===== src/rtl/i2s_rx.sv =====
// Purpose : I2S receive deserializer; oversamples bclk/lrclk/sdata in the clk domain and
//           recovers WIDTH-bit left/right sample pairs.
// Latency : 4 clk edges from the pin-level bclk rise of the right LSB to out_valid.
// Backpr. : a single output slot. A new pair overwrites an unconsumed pair and pulses overrun.
//
// Ports:
//   clk, rst_n         system clock, async active-low reset
//   bclk, lrclk, sdata codec serial interface, asynchronous to clk
//   out_l, out_r       sample pair, two's complement
//   out_valid          pair held; transfers when out_ready is high
//   overrun            one-cycle pulse when a held pair is overwritten
//   frame_err          one-cycle pulse when a slot ends before WIDTH bits were captured
//   overrun_cnt        saturating count of overruns
module i2s_rx #(
   parameter int WIDTH = 24,
   parameter int SLOT  = 32
) (
   input  logic             clk,
   input  logic             rst_n,
   input  logic             bclk,
   input  logic             lrclk,
   input  logic             sdata,
   output logic [WIDTH-1:0] out_l,
   output logic [WIDTH-1:0] out_r,
   output logic             out_valid,
   input  logic             out_ready,
   output logic             overrun,
   output logic             frame_err,
   output logic [7:0]       overrun_cnt
);

   // The counter only has to reach WIDTH, and WIDTH < SLOT, so SLOT sizes it.
   localparam int CW = $clog2(SLOT);
   localparam logic [CW-1:0] CNT_FULL = CW'(WIDTH);
   localparam logic [CW-1:0] CNT_LAST = CW'(WIDTH - 1);

   typedef enum logic [1:0] {ALIGN, LEFT, RIGHT} state_t;

   logic [1:0]       bclk_sync, lr_sync, sd_sync;
   logic             bclk_d, rise_r, lr_r, sd_r, lr_prev;
   logic [CW-1:0]    bit_cnt;
   logic [WIDTH-2:0] shreg;
   logic [WIDTH-1:0] hold_l, word;
   logic             have_l;
   logic             trans, cap, word_done;
   logic             short_slot, pair_cmp, set_l, clr_l;
   state_t           state, state_nxt;

   // Synchronizers, edge detect, and one pipeline stage that aligns lrclk/sdata with the
   // registered rise strobe.
   always_ff @(posedge clk or negedge rst_n) begin
      if (!rst_n) begin
         bclk_sync <= '0;
         lr_sync   <= '0;
         sd_sync   <= '0;
         bclk_d    <= 1'b0;
         rise_r    <= 1'b0;
         lr_r      <= 1'b0;
         sd_r      <= 1'b0;
      end else begin
         bclk_sync <= {bclk_sync[0], bclk};
         lr_sync   <= {lr_sync[0], lrclk};
         sd_sync   <= {sd_sync[0], sdata};
         bclk_d    <= bclk_sync[1];
         rise_r    <= bclk_sync[1] & ~bclk_d;
         lr_r      <= lr_sync[1];
         sd_r      <= sd_sync[1];
      end
   end

   // A change of lrclk marks the delay bit of a new slot; it carries no data.
   assign trans     = rise_r & (lr_r != lr_prev);
   assign cap       = rise_r & ~trans & (bit_cnt < CNT_FULL);
   assign word_done = cap & (bit_cnt == CNT_LAST);
   assign word      = {shreg, sd_r};

   always_ff @(posedge clk or negedge rst_n) begin
      if (!rst_n) state <= ALIGN;
      else        state <= state_nxt;
   end

   always_comb begin
      state_nxt  = state;
      short_slot = 1'b0;
      pair_cmp   = 1'b0;
      set_l      = 1'b0;
      clr_l      = 1'b0;
      case (state)
         ALIGN: begin
            // Only a right-to-left change starts a frame; everything earlier is dropped.
            if (trans && !lr_r) state_nxt = LEFT;
         end
         LEFT: begin
            if (word_done) set_l = 1'b1;
            if (trans) begin
               if (bit_cnt != CNT_FULL) begin
                  short_slot = 1'b1;
                  clr_l      = 1'b1;
               end
               if (lr_r) state_nxt = RIGHT;
            end
         end
         RIGHT: begin
            if (word_done) begin
               pair_cmp = have_l;
               clr_l    = 1'b1;
            end
            if (trans) begin
               if (bit_cnt != CNT_FULL) begin
                  short_slot = 1'b1;
                  clr_l      = 1'b1;
               end
               if (!lr_r) state_nxt = LEFT;
            end
         end
         default: state_nxt = ALIGN;
      endcase
   end

   // Slot tracking: bit counter, shift register, left-word hold.
   always_ff @(posedge clk or negedge rst_n) begin
      if (!rst_n) begin
         lr_prev <= 1'b0;
         bit_cnt <= '0;
         shreg   <= '0;
         hold_l  <= '0;
         have_l  <= 1'b0;
      end else begin
         if (rise_r) lr_prev <= lr_r;
         if (trans) begin
            bit_cnt <= '0;
         end else if (cap) begin
            bit_cnt <= bit_cnt + 1'b1;
            shreg   <= word[WIDTH-2:0];
         end
         if (word_done && !lr_r) hold_l <= word;
         if (clr_l)      have_l <= 1'b0;
         else if (set_l) have_l <= 1'b1;
      end
   end

   // Output register. The right word goes straight to out_r, so no right hold is needed.
   always_ff @(posedge clk or negedge rst_n) begin
      if (!rst_n) begin
         out_l       <= '0;
         out_r       <= '0;
         out_valid   <= 1'b0;
         overrun     <= 1'b0;
         frame_err   <= 1'b0;
         overrun_cnt <= '0;
      end else begin
         overrun   <= pair_cmp & out_valid & ~out_ready;
         frame_err <= short_slot;
         if (pair_cmp) begin
            out_l     <= hold_l;
            out_r     <= word;
            out_valid <= 1'b1;
            if (out_valid && !out_ready && overrun_cnt != 8'hFF)
               overrun_cnt <= overrun_cnt + 8'd1;
         end else if (out_ready) begin
            out_valid <= 1'b0;
         end
      end
   end

endmodule


===== config.mk =====
export PLATFORM = sky130hd
export DESIGN_NAME = i2s_rx
export DESIGN_NICKNAME = d
export VERILOG_FILES = /design/src/rtl/i2s_rx.sv
export SDC_FILE = /design/constraint.sdc
export NUM_CORES = 1
export LEC_CHECK = 0
export CORE_ASPECT_RATIO = 1.25
export CORE_MARGIN = 5
export CORE_UTILIZATION = 49
export CTS_CLUSTER_SIZE = 30
export DETAILED_ROUTE_END_ITERATION = 8
export PLACE_DENSITY = 0.74
export REMOVE_ABC_BUFFERS = 1
export SYNTH_ARGS = -nofsm -noshare
export SYNTH_HDL_FRONTEND = slang
export SYNTH_SLANG_ARGS = --single-unit

===== constraint.sdc =====
create_clock -name clk -period 1.8 [get_ports clk]
set_input_delay 0.36 -clock clk [delete_from_list [all_inputs] [get_ports clk]]
set_output_delay 0.36 -clock clk [all_outputs]
set_load 0.02 [all_outputs]

# Yosys cells after proc, flatten, opt, wreduce, memory -nomap -nowiden
# Cells that the tools add are included.
dict set report word_totals {
  regBits 125
  elab_cells 79
  inputBits 6
  out_inout_bits 59
}
dict set report op_classes {
  magnitude_cmp 1
  n_reduce_logical 14
  mux 22
  add_sub_neg 2
  bitwise_logic 10
  n_eq_ne 11
}
# operator count
set op_table {}
lappend op_table {{$mux W1} 13}
lappend op_table {{$mux W2} 5}
lappend op_table {{$mux W5} 2}
lappend op_table {{$ne A2 B2 Y1 const B} 5}
lappend op_table {{$add A8 B1 Y8 const B} 1}
lappend op_table {{$ne A8 B8 Y1 const B} 1}
lappend op_table {{$and A1 B1 Y1} 7}
lappend op_table {{$pmux W2 S3} 1}
lappend op_table {{$reduce_bool A2 Y1} 3}
lappend op_table {{$add A5 B1 Y5 const B} 1}
lappend op_table {{$eq A5 B5 Y1 const B} 1}
lappend op_table {{$lt A5 B5 Y1 const B} 1}
lappend op_table {{$ne A5 B5 Y1 const B} 1}
lappend op_table {{$reduce_and A5 Y1} 1}
lappend op_table {{$logic_and A1 B1 Y1} 4}
lappend op_table {{$reduce_and A2 Y1} 2}
lappend op_table {{$not A1 Y1} 3}
lappend op_table {{$eq A2 B1 Y1 const B} 1}
lappend op_table {{$eq A2 B2 Y1 const B} 1}
lappend op_table {{$logic_not A1 Y1} 2}
lappend op_table {{$logic_not A2 Y1} 1}
lappend op_table {{$pmux W1 S2} 1}
lappend op_table {{$reduce_or A2 Y1} 1}
lappend op_table {{$ne A1 B1 Y1} 1}

# Logic depth before layout (Yosys ltp)
dict set report depth {
  depth_word 11
  ltp_mapped 7
  ltp_nobuf 6
}

# Worst setup path before layout
# OpenSTA, ideal clock, no wires.
dict set report synth_path {
  path_type {register -> register}
  from {register bit_cnt[0]}
  to {register hold_l[10]}
  n_path_buf 1
  setup_slack_ns -0.133
  arrival_ns 1.808
  synth_period_minus_slack_ns 1.933
  path_stages_with_launch 7
  required_time_ns 1.675
  setup_ns 0.125
  path_cell_list {dfrtp_1 ha_1 nand4b_1 or3_4 nor2_8 buf_8 mux2_4}
}
dict set report synth_between {
  elab_chain_cells 4
  elab_cells_between_ends 5
}
# item line
set synth_lines {}
lappend synth_lines {{start, declared} 41} ;# logic [CW-1:0] bit_cnt;
lappend synth_lines {{start signal, assigned} 133} ;# bit_cnt <= bit_cnt + 1'b1;
lappend synth_lines {{$lt A5 B5 Y1} 73} ;# assign cap = rise_r & ~trans & (bit_cnt < CNT_FULL);
lappend synth_lines {{$and A1 B1 Y1} 73}
lappend synth_lines {{$and A1 B1 Y1 *} 74} ;# assign word_done = cap & (bit_cnt == CNT_LAST);
lappend synth_lines {{$logic_and A1 B1 Y1 *} 136} ;# if (word_done && !lr_r) hold_l <= word;
lappend synth_lines {{end signal, assigned} 136}
lappend synth_lines {{end, declared} 43} ;# logic [WIDTH-1:0] hold_l, word;
# Mark *: on every way between the ends. The rest lies on a longest branch, timed or not.
# A chain may end at the register's enable or synchronous reset.

# Worst setup path after layout
dict set report layout_path {
  from {register bit_cnt[0]}
  to {register out_r[14]}
}
dict set report layout_between {
  elab_chain_cells 5
  elab_cells_between_ends 6
}
# item line
set layout_lines {}
lappend layout_lines {{$lt A5 B5 Y1} 73}
lappend layout_lines {{$and A1 B1 Y1} 73}
lappend layout_lines {{$and A1 B1 Y1 *} 74}
lappend layout_lines {{$mux W1 *} 104} ;# if (word_done) begin
lappend layout_lines {{$mux W1 *} 88} ;# case (state)
lappend layout_lines {{end signal, assigned} 156} ;# out_r <= word;
lappend layout_lines {{end, declared} 24} ;# output logic [WIDTH-1:0] out_r,
# Marks and branches as above.

==> results_dict.tcl <==
set metrics [dict create \
    preCtsSetupSlack_ps -95.6 \
    crit_path_buf_inv_count 2 \
    die_h_um 123 \
    data_arrival_time_of_the_worst_path_ps 2200 \
    post-route-drc-count 0 \
    flop_pwr_share_pct 43.2 \
    detailroute.via_count 2954 \
    switch_pwr_mw 1.63 \
    grt_antenna_before_repair 0 \
    criticalPathCategory "reg -> reg" \
    worstMarginPinSlew_ps 448 \
    gp_congestion 0.804 \
    crit_fanout 18 \
    syn_area_sq_um 5050 \
    iter_0_drt_violations 96 \
    switching_share_pct 22.7 \
    clock_skew_ps 7.09 \
    cpPeakStageDelay_ps 350 \
    clock-root-buffer "sky130_fd_sc_hd__clkbuf_16" \
    p_total_mw 7.19 \
    port-buffer-count 64 \
    leakagePower_nw 3.44 \
    synth-seq-area-share_pct 62.0 \
    routed_via_density 5.23 \
    hold_violations 0 \
    grt_overall_usage_pct 17.3 \
    clock_latency_of_the_later_clocked_register_in_the_worst_skew_pair_ps 410 \
    power.density_nw_per_um2 1070 \
    drt.antenna.violating_nets 0 \
    combined_area_of_the_multi_input_logic_cells_sq_um 1820 \
    first_pass_iters 4 \
    unrepaired_setup_endpoints_after_global_routing "yes" \
    cts-buffers-inserted 17 \
    synth.ff_latch_count 125 \
    estimated_wirelength_of_the_detail_placed_design_um 6220 \
    finish.utilization_pct 66.6 \
    floorplan.initialDensity_pct 49.9 \
    wl_per_cell_um 17.5 \
    filler_cell_count 756 \
    setup_tns_final_ps -4860 \
    violations "setup timing" \
    floorplan.core_area_sq_um 10100 \
    postSynthCellCount 324 \
    comb_power_share_pct 8.9 \
    register_area_sq_um 3130 \
    syn_area_per_cell_sq_um 15.6 \
    postRouteWirelength_um 9910 \
    fmax_mhz 525 \
    timing.max_slew.rel_slack_pct 70.1 \
    most-common-layout-cells "sky130_fd_sc_hd__dfrtp_1, sky130_fd_sc_hd__mux2_2, sky130_fd_sc_hd__clkdlybuf4s50_1, sky130_fd_sc_hd__mux2_4, sky130_fd_sc_hd__buf_4" \
    timing.critical_path.to_type "flip-flop" \
    floorplan.rows 41 \
    clk_transition_reported_paths_ps 50 \
    ys_async_sr_fraction_pct 100 \
    yosys_warnings 0 \
    yosys_most_used_dff "sky130_fd_sc_hd__dfrtp_1" \
    chipWidth_um 101 \
    grt_pass1_wl_um 16200 \
    worst_path_dominant_cell_family "simple AND/OR/NAND/NOR gates" \
    status "finished with violations" \
    syn2layout_area_growth_pct 33.3 \
    cts.path.max_buffers 2 \
    power.internal_mw 5.56 \
    timing_max_transition_violations_final 0 \
    rrSetupSlack_ps -110 \
    timing.hold.worst.class "reg -> reg" \
    finalNetCount 439 \
    synthDistinctLibCells 39 \
    timing.critical_path.cells "ha_2 -> nand4b_1 -> buf_4 -> nor3_4 -> nand3_4 -> buf_12 -> mux2_4" \
    final.period_utilization_pct 106 \
    cts.sinks 125 \
    peakVddDrop_v 0.000691 \
    die_area_sq_um 12400 \
    clock_power_share_pct 47.9 \
    final.min_clock_period_ps 1910 \
    n_diodes 0 \
    whs_ps 348 \
    postLayoutSetupSlackWorst_ps -107 \
    number_of_flops_mapped_to_enable_cells_by_yosys 0 \
    tritoncts "done" \
    critPathLaunchType "flip-flop" \
    max_cap_viol_count 0 \
    htreeDepth 4 \
    overflow 0 \
    design.portCount 65 \
    layout-drive-gt1-share_pct 38.1 \
    worst_path_max_delay_cell "sky130_fd_sc_hd__dfrtp_1" \
    worst_ep_required_time_ps 2100 \
    leading_cell_type_in_the_layout_fill_and_taps_excluded "sky130_fd_sc_hd__dfrtp_1" \
    grt_start_max_net_pins 50 \
    first_global_vias 3161 \
    setup_violations 72 \
]
[through the flow]
stage / std cells / area (sq um)
after CTS: 562 / 6620
final: 565 / 6730
after floorplan: 313 / 4940
after detailed placement: 531 / 5970
after global routing: 565 / 6730
after global placement: 531 / 5970
[cell families after synthesis]
family / synth area share, %
fa+ha+maj: 1.74
buf+inv: 2.98
mux: 23.8
xor+xnor: 1.02
simple gates: 5.26
compound gates: 3.22
flops: 62.0
[cells in the mapped netlist, types with 2 or more instances]
master,count,area [sq um]
sky130_fd_sc_hd__nor3b_1,3,22.5
sky130_fd_sc_hd__o21ai_0,11,55.1
sky130_fd_sc_hd__mux2_4,29,435
sky130_fd_sc_hd__buf_4,3,22.5
sky130_fd_sc_hd__a21oi_1,8,40.0
sky130_fd_sc_hd__buf_2,2,10.0
sky130_fd_sc_hd__inv_1,11,41.3
sky130_fd_sc_hd__a41oi_1,2,17.5
sky130_fd_sc_hd__mux2_2,67,754
sky130_fd_sc_hd__xor2_1,3,26.3
sky130_fd_sc_hd__nand2_1,8,30.0
sky130_fd_sc_hd__nor2_1,6,22.5
sky130_fd_sc_hd__ha_1,7,87.6
sky130_fd_sc_hd__buf_6,2,22.5
sky130_fd_sc_hd__a31oi_1,3,18.8
sky130_fd_sc_hd__buf_8,2,30.0
sky130_fd_sc_hd__nand2b_1,2,12.5
sky130_fd_sc_hd__nand4_1,3,18.8
sky130_fd_sc_hd__nand4b_1,3,26.3
sky130_fd_sc_hd__nand3_1,5,25.0
sky130_fd_sc_hd__dfrtp_1,125,3130
sky130_fd_sc_hd__nor2b_1,2,12.5
[power groups by stage]
stage                     Clock, mW  Sequential, mW  Combinational (mW)
final                          3.44            3.11               0.642
after global routing           3.64            3.13               0.716
after CTS                      3.51            3.11               0.615
after detailed placement          0            3.16               0.597
after global placement            0            3.14               0.569
after floorplan                   0            3.13               0.346
[sequential cells by signal, summed over array words and instances, names as in the netlist]
signal       count
overrun_cnt      8
out_l           24
state            2
bit_cnt          5
have_l           1
lr_sync          2
bclk_sync        2
sd_r             1
hold_l          24
rise_r           1
shreg           23
overrun          1
frame_err        1
sd_sync          2
out_valid        1
lr_r             1
bclk_d           1
lr_prev          1
out_r           24
[layer usage]
layer | track usage, % | routed length [um]
met1 | 21.3 | 4200
met2 | 27.8 | 5070
met3 | 5.98 | 457
met4 | 7.25 | 184
met5 | 0 | 0
[final timing paths]
kind	depth (start not counted)	from	to
hold reg to reg	0	sd_sync[0]	sd_sync[1]
setup / recovery	7	bit_cnt[0]	out_r[14]
hold / removal	0	sd_sync[0]	sd_sync[1]
setup reg to reg	7	bit_cnt[0]	out_r[14]
min in group asynchronous	2	rst_n	overrun
max in group asynchronous	3	rst_n	out_r[6]
[timing repair]
| action | CTS | global route |
|---|---|---|
| endpoints found under the setup margin | 62 | 85 |
| hold buffers | 1 | 0 |
| resized for setup | 12 | 20 |
| gates cloned | 1 | 1 |
| setup buffers | 0 | 2 |
| endpoints found under the hold margin | 29 | 0 |
[area by class of cell]
cell class / count / area share, %
clock inverter: 7 / 1.67
multi-input combinational: 177 / 27.0
inverter: 11 / 0.614
tap: 129 / 2.40
timing repair buffer: 94 / 14.6
sequential: 125 / 46.5
clock buffer: 22 / 7.20
Power figures use the tool's default switching activity.
